[config.mk]
export PLATFORM = sky130hd
export DESIGN_NAME = cardinal_nic_fifo
export DESIGN_NICKNAME = d
export VERILOG_FILES = /design/src/rtl/cardinal_nic_fifo.sv
export SDC_FILE = /design/constraint.sdc
export NUM_CORES = 1
export LEC_CHECK = 0
export ABC_AREA = 1
export CELL_PAD_IN_SITES_DETAIL_PLACEMENT = 1
export CELL_PAD_IN_SITES_GLOBAL_PLACEMENT = 1
export CORE_MARGIN = 5
export CORE_UTILIZATION = 40
export CTS_BUF_LIST = sky130_fd_sc_hd__clkbuf_16
export DETAILED_ROUTE_END_ITERATION = 8
export PLACE_DENSITY = 0.74
export SLEW_MARGIN = 20
export SYNTH_ARGS = -nofsm -noshare
export SYNTH_HDL_FRONTEND = slang
export SYNTH_SLANG_ARGS = --single-unit
[constraint.sdc]
create_clock -name clk -period 4.9 [get_ports clk]
set_input_delay 1.225 -clock clk [delete_from_list [all_inputs] [get_ports clk]]
set_output_delay 1.225 -clock clk [all_outputs]
set_load 0.005 [all_outputs]
[src/rtl/cardinal_nic_fifo.sv]
// Cardinal NIC with a DEPTH-entry FIFO in each direction.
//
// Connects one Cardinal CPU node to its ring router.
//   clk, reset          : system clock, synchronous active-high reset
//   addr, d_in, d_out   : CPU register port
//                         (00 in-data, 01 in-status, 10 out-data, 11 out-status)
//   nicEn, nicWrEn      : CPU access enable / write select
//   net_si, net_ri      : router -> NIC send / NIC ready
//   net_di              : router -> NIC packet
//   net_so, net_ro      : NIC -> router send / router ready
//   net_do              : NIC -> router packet
//   net_polarity        : router's even/odd cycle; gates injection by head VC (bit 0)
//
// Data ordering is [0:DATA_W-1] with bit 0 as the MSB. Status bits are
// returned in d_out[DATA_W-1].
module cardinal_nic_fifo #(
  parameter int unsigned DATA_W = 64,
  parameter int unsigned DEPTH  = 4,
  parameter int unsigned PTR_W  = 2
) (
  input  logic              clk,
  input  logic              reset,
  input  logic [1:0]        addr,
  input  logic [0:DATA_W-1] d_in,
  output logic [0:DATA_W-1] d_out,
  input  logic              nicEn,
  input  logic              nicWrEn,
  input  logic              net_si,
  output logic              net_ri,
  input  logic [0:DATA_W-1] net_di,
  output logic              net_so,
  input  logic              net_ro,
  output logic [0:DATA_W-1] net_do,
  input  logic              net_polarity
);

  localparam logic [1:0] AddrInData    = 2'b00;
  localparam logic [1:0] AddrInStatus  = 2'b01;
  localparam logic [1:0] AddrOutData   = 2'b10;
  localparam logic [1:0] AddrOutStatus = 2'b11;

  localparam logic [PTR_W:0] PtrOne = {{PTR_W{1'b0}}, 1'b1};

  // Storage
  logic [0:DATA_W-1] in_mem  [DEPTH];
  logic [0:DATA_W-1] out_mem [DEPTH];

  // Pointers carry one extra wrap bit to tell full from empty.
  logic [PTR_W:0] in_wr_q, in_wr_d, in_rd_q, in_rd_d;
  logic [PTR_W:0] out_wr_q, out_wr_d, out_rd_q, out_rd_d;

  logic in_full, in_empty, out_full, out_empty;
  logic in_push, in_pop, out_push, out_pop;
  logic cpu_rd, cpu_wr;
  logic [0:DATA_W-1] in_head, out_head;

  assign in_empty  = (in_wr_q == in_rd_q);
  assign in_full   = (in_wr_q[PTR_W] != in_rd_q[PTR_W]) &&
                     (in_wr_q[PTR_W-1:0] == in_rd_q[PTR_W-1:0]);
  assign out_empty = (out_wr_q == out_rd_q);
  assign out_full  = (out_wr_q[PTR_W] != out_rd_q[PTR_W]) &&
                     (out_wr_q[PTR_W-1:0] == out_rd_q[PTR_W-1:0]);

  assign in_head  = in_mem[in_rd_q[PTR_W-1:0]];
  assign out_head = out_mem[out_rd_q[PTR_W-1:0]];

  assign cpu_rd = nicEn && !nicWrEn;
  assign cpu_wr = nicEn && nicWrEn;

  // Handshake outputs; all forced low while reset is held.
  always_comb begin
    net_ri = !reset && !in_full;
    net_so = !reset && !out_empty && net_ro && (out_head[0] == net_polarity);
    net_do = (reset || out_empty) ? '0 : out_head;
  end

  // Push/pop decisions are taken from the pre-edge counts, so a full FIFO
  // that is popped this cycle still refuses the push.
  always_comb begin
    in_push  = !reset && net_si && !in_full;
    in_pop   = !reset && cpu_rd && (addr == AddrInData) && !in_empty;
    out_push = !reset && cpu_wr && (addr == AddrOutData) && !out_full;
    out_pop  = net_so;
  end

  always_comb begin
    in_wr_d  = in_push  ? in_wr_q  + PtrOne : in_wr_q;
    in_rd_d  = in_pop   ? in_rd_q  + PtrOne : in_rd_q;
    out_wr_d = out_push ? out_wr_q + PtrOne : out_wr_q;
    out_rd_d = out_pop  ? out_rd_q + PtrOne : out_rd_q;
  end

  // CPU read mux
  always_comb begin
    d_out = '0;
    if (!reset && cpu_rd) begin
      unique case (addr)
        AddrInData:    d_out = in_empty ? '0 : in_head;
        AddrInStatus:  d_out[DATA_W-1] = !in_empty;
        AddrOutData:   d_out = '0;
        AddrOutStatus: d_out[DATA_W-1] = out_full;
        default:       d_out = '0;
      endcase
    end
  end

  always_ff @(posedge clk) begin
    if (reset) begin
      in_wr_q  <= '0;
      in_rd_q  <= '0;
      out_wr_q <= '0;
      out_rd_q <= '0;
    end else begin
      in_wr_q  <= in_wr_d;
      in_rd_q  <= in_rd_d;
      out_wr_q <= out_wr_d;
      out_rd_q <= out_rd_d;
    end
  end

  // Storage needs no reset; entries are only visible between the pointers.
  always_ff @(posedge clk) begin
    if (in_push) begin
      in_mem[in_wr_q[PTR_W-1:0]] <= net_di;
    end
    if (out_push) begin
      out_mem[out_wr_q[PTR_W-1:0]] <= d_in;
    end
  end

endmodule

==> metrics, run 1 <==
status=finished clean; leak pwr=between 8 and 9 nW; Clock transition at path regs=roughly 0.060 ns; CORE AREA=around 50000 sq um; Max Slew Vio Count=0; critical path peak fanout=68; placed cell area=~24000 sq um; Synth cell types=27; maximum number of pins on one net before global-route repair=129; pre-CTS setup slack=roughly 0.55 ns; fmax=approximately 230 MHz; most frequent CP cell=clkdlybuf4s50_1; GRT Overall Usage=19.0%; clk_lat worst skew=~0.59 ns; final net count=roughly 2000; post-route setup slack=between 0.4 and 0.5 ns; total CTS buffers=55; CTS resizes=0; RD Place Congestion=0.757; Synth-to-Final Area Change=25.3%; Tot Pwr=between 9 and 10 mW; setup_tns=0 ns; period utilisation layout=90.5%; DR WL/cell=21.0 um; drt via density=roughly 5.3; CP startpoint kind=input pin; DRC errors left=0; CP required=3.67 ns; CTS tree=done; Initial Util=around two fifths; initial antenna violation count=9; overall die width=between 200 and 250 um; mean area per synthesized cell=~13 sq um; placed insts=between 2000 and 3000; synthesized flop and latch total=528; CP Class=input pin to output pin; share of layout cells above drive strength 1=6.86%; sequential area share after synthesis=75.9%; CP Cell Sequence=clkdlybuf4s50_1 -> inv_2 -> nand3_1 -> nor3_2 -> nand2_2 -> buf_12 -> a21oi_1 -> clkdlybuf4s50_1; Non-Filler Instances=2621; Hold WC Path Type=flop to flop; pwr/cell area=364 nW/um^2; most frequent cells in the layout=518 x nor2_1, 512 x edfxtp_1, 266 x clkdlybuf4s50_1; # fillers=5223; DR pass1 iterations=5; leading cell type in the layout, fill and taps excluded=nor2_1; Max-slew headroom=between 30% and 40%; Worst-Margin Slew=1.02 ns; Syn Inst Count=about 1600; DR vias=between 10000 and 15000; Port Buffers=~270; FP Rows=between 80 and 90; CTS root buf=clkbuf_16; Ports=267; Post-Syn Nets=1789; largest stage delay on the critical path=between 0.5 and 0.6 ns; MaxCap Viol Count=0; cts hold-fix bufs=0; clock sinks=around 530; Final ANT Viol Nets=0; Period minus WS final=between 4 and 5 ns; RSZ-0062 raised after global routing=false; first-pass GRT wire length=around 85 mm; WL final=55.0 mm; design area=25900 sq um; DR iter-0 viols=851; Post-CTS Setup Bufs=0; worst vdd ir=310 uV; Crit. End Element=output pin; YS warnings=0; die height=about 240 um; Bufs on Longest Clock Path=3; clock skew=~0.02 ns; setup violators final=0; grt total ovfl=0; CP arrival=3.21 ns; post-detail-place hpwl=between 30 and 40 mm; Worst path slowest cell=clkdlybuf4s50_1; die area=56300 sq um; vias in the first global route=~15000; Synth Cell Area=approximately 21000 sq um; final hold vios=0; H-tree levels=2
[power by group]
part | leakage, nW | internal [mW] | switching [mW]
logic | 3.04 | 0.183 | 0.230
registers | 4.76 | 5.01 | 0.0196
clock network | 0.910 | 2.30 | 1.67
total | 8.71 | 7.50 | 1.92
[cells in the mapped netlist (all sizes together)]
| library cell | instances | share of area, % |
|---|---|---|
| nor2 | 527 | 9.6 |
| edfxtp | 512 | 74 |
| o21ai | 259 | 6.3 |
| a21oi | 131 | 3.4 |
| buf | 70 | 1.7 |
| nand2 | 33 | 0.62 |
| inv | 30 | 0.54 |
| clkbuf | 26 | 0.47 |
| dfxtp | 16 | 1.5 |
| ha | 10 | 0.60 |
| nand3 | 9 | 0.22 |
| nor3 | 5 | 0.15 |
| xnor2 | 4 | 0.17 |
| xor2 | 4 | 0.17 |
| nand3b | 2 | 0.073 |
| nand4 | 2 | 0.060 |
| a32o | 1 | 0.048 |
| o21a | 1 | 0.036 |
[area by class of cell]
type / count / area (sq um) / share of cell area (%)
inverter: 30 / 113 / 0.435
multi-input combinational: 988 / 4480 / 17.3
sequential: 528 / 15700 / 60.6
clock inverter: 42 / 294 / 1.13
tap: 680 / 851 / 3.28
antenna: 3 / 7.51 / 0.0290
clock buffer: 57 / 1430 / 5.50
timing repair buffer: 293 / 3040 / 11.7
[state kept, by name, indices dropped and copies added, names as in the netlist, named ones only]
register  count
out_wr_q      3
in_wr_q       3
out_mem     256
in_mem      256
in_rd_q       3
out_rd_q      3
[final timing paths]
| path | startpoint | end | slack (ns) | cells past startpoint |
|---|---|---|---|---|
| max | reset | d_out[19] | 0.47 | 8 |
| min | in_rd_q[2] | in_rd_q[2] | 0.51 | 2 |
| max reg2reg | in_rd_q[2] | in_mem[2][24] | 2.44 | 5 |
| min reg2reg | in_rd_q[2] | in_rd_q[2] | 0.51 | 2 |
[critical path, delay by kind of cell]
| kind | cells | cell delay [ns] |
|---|---|---|
| compound gates | 1 | 0.24 |
| buf+inv | 4 | 1.30 |
| simple gates | 3 | 0.36 |
[logic make-up after synthesis]
family | count (synthesis) | share of synthesized area, %
AO/OA/AOI/OAI | 392 | 9.70
XOR/XNOR | 8 | 0.339
adder cells (fa/ha/maj) | 10 | 0.605
buffers and inverters | 126 | 2.76
flip-flops | 528 | 75.9
AND/OR/NAND/NOR | 578 | 10.7
[routing by layer]
layer	track usage (%)	vias to the layer above	wire [um]
met5	0	-	53
met2	32.9	366	27100
met3	4.26	83	3610
met4	4.50	10	1070
met1	24.7	7026	23200
li1	-	6321	-
[through the flow]
stage | util [%] | hold slack (ns)
2_1_floorplan | - | 0.474
3_3_place_gp | 47.1 | 0.493
3_5_place_dp | 47.1 | 0.501
4_1_cts | 50.5 | 0.510
5_1_grt | 50.5 | 0.563
6_report | 50.5 | 0.509
No activity file was read; power rests on OpenSTA's default activity.
==> run 2, diff against run 1 <==
CORE_MARGIN = 2   (was 5)
==> run 2 against run 1 <==
Effect of this change: sequential share of layout area decreased by 0.15 points; sequential power barely moved; flip-flop and latch count did not move; clock power decreased by 4%; largest power group unchanged; via count down 1.1%; largest cell class unchanged; register-to-register slack gained 0.03 ns; cell count increased by 0.27%; critical path depth fell by 1; global-route usage is 1.3 points higher; combinational power barely moved; final area grew 0.24%.
==> metrics, run 2 (synthesis results as in run 1) <==
Reg-to-Reg Start=in_wr_q[2]; initial antenna violation count=11; clock skew=0.0177 ns; Clock transition at path regs=approximately 0.060 ns; placed insts=between 2000 and 3000; CP Cell Sequence=clkdlybuf4s50_1 -> nand3_1 -> nor3_2 -> nand2_2 -> buf_12 -> a21oi_1 -> clkdlybuf4s50_1; CORE AREA=51200 sq um; Sequential Area=15700 sq um; DR WL/cell=about 21 um; status=finished clean; setup violators final=0; Hold WC Path Type=flop to flop; post-detail-place hpwl=approximately 33 mm; Worst path slowest cell=clkdlybuf4s50_1; Max Slew Vio Count=0; worst hold path depth=2; post-route setup slack=between 0.5 and 0.6 ns; overall die width=approximately 230 um; drt via density=approximately 5.2; DRC errors left=0; Worst path depth=7; FF-to-FF setup slack=between 2 and 2.5 ns; leading cell type in the layout, fill and taps excluded=nor2_1; CTS root buf=clkbuf_16; HP Start=in_rd_q[2]; Port Buffers=between 200 and 300; Worst-Margin Slew=around 0.9 ns; WL final=54.8 mm; met1 Use GR=25.3%; buffers plus inverters on the worst setup path=3; CP arrival=3.16 ns; most frequent cells in the layout=518 x nor2_1, 512 x edfxtp_1, 266 x clkdlybuf4s50_1; Synth-to-Final Area Change=25.6%; most frequent CP cell=clkdlybuf4s50_1; vias in the first global route=approximately 15000; final hold slack=0.515 ns; RSZ-0062 raised after global routing=false; fmax=between 200 and 250 MHz; FP Rows=83; CTS resizes=0; M3 GR Usage=under 10%; CP Class=input pin to output pin; cts hold-fix bufs=0; H-tree levels=2; CTS tree=done; multi-input logic area=4480 sq um; pwr/cell area=approximately 360 nW/um^2; share of layout cells above drive strength 1=under 10%; worst vdd ir=285 uV; Crit. End Element=output pin; MaxCap Viol Count=0; Util after Layout=50.7%; clk_lat worst skew=around 0.60 ns; DR vias=13661; leak pwr=between 8 and 9 nW; final hold vios=0; Initial Util=around 40%; die area=between 50000 and 60000 sq um; period utilisation layout=roughly nine tenths; met2 global-route usage=35.1%; DR pass1 iterations=4; maximum number of pins on one net before global-route repair=129; die height=around 230 um; Non-Filler Instances=2628; n_diodes=0; first-pass GRT wire length=~83 mm; Top delay family on crit path=buffers and inverters; total CTS buffers=55; Ports=about 270; setup_tns=0 ns; largest stage delay on the critical path=approximately 0.56 ns; Worst Setup SP=nicEn; DR iter-0 viols=around 900; critical path peak fanout=64; Final ANT Viol Nets=0; Max-slew headroom=just under 40%; Post-CTS Setup Bufs=0; grt total ovfl=0; CP startpoint kind=input pin; Bufs on Longest Clock Path=3; RD Place Congestion=about 0.75; worst r2r path cells=5; pre-CTS setup slack=around 0.53 ns; GRT Overall Usage=20.3%; Most Crowded Layer GR=met2; final net count=between 2000 and 2500; CP required=between 3 and 4 ns; # fillers=~5200; clock sinks=roughly 530; Period minus WS final=4.38 ns
==> run 2: changes by cell type in the layout (fill, tap and decap cells not counted) <==
| cell | before | now |
|---|---|---|
| clkbuf_16 | 57 | 56 |
| diode_2 | 3 | 0 |
| buf_12 | 14 | 21 |
| clkinv_1 | 9 | 15 |
| clkinv_4 | 3 | 0 |
| inv_6 | 1 | 3 |
| bufinv_16 | 4 | 1 |
| buf_4 | 13 | 14 |
| inv_1 | 41 | 39 |
| clkinv_8 | 0 | 1 |
| clkinvlp_4 | 0 | 2 |
==> run 2: layout make-up <==
class	count	area share, %
Sequential cell	528	60.5
Multi-Input combinational cell	988	17.2
Timing Repair Buffer	301	12.3
Clock buffer	56	5.39
Tap cell	680	3.28
Clock inverter	45	0.930
Inverter	30	0.434
==> run 2: worst register-to-register path, cell delays in order (launching register included) <==
cell      delay [ns]
dfxtp_1         0.41
xnor2_1         0.19
nand3b_1        0.17
nand2_1         0.32
nor2_4          0.61
buf_4           0.40
==> run 2: layer usage <==
metal  wire length, um  vias to the layer above
met5               156                        -
met4               948                       22
met3              3690                       92
met2             27400                      367
met1             22600                     6842
li1                  -                     6338
==> run 2: worst paths after layout <==
| path | endpoint |
|---|---|
| worst max register to register | in_mem[3][21] |
| worst min-delay path | in_rd_q[2] |
| worst min register to register | in_rd_q[2] |
| worst max-delay path | d_out[4] |
==> run 2: where the power goes <==
| group | internal (mW) | switching [mW] | leakage, nW |
|---|---|---|---|
| clock | 2.12 | 1.69 | 0.858 |
| combinational | 0.185 | 0.231 | 3.10 |
| sequential | 5.01 | 0.0184 | 4.76 |
| total | 7.32 | 1.94 | 8.72 |
==> run 2: metrics by stage <==
stage,area [sq um],power (mW)
after floorplan,20700,5.28
after global placement,24300,5.53
after detailed placement,24300,5.55
after CTS,26000,9.36
after global routing,26000,9.55
final,26000,9.26
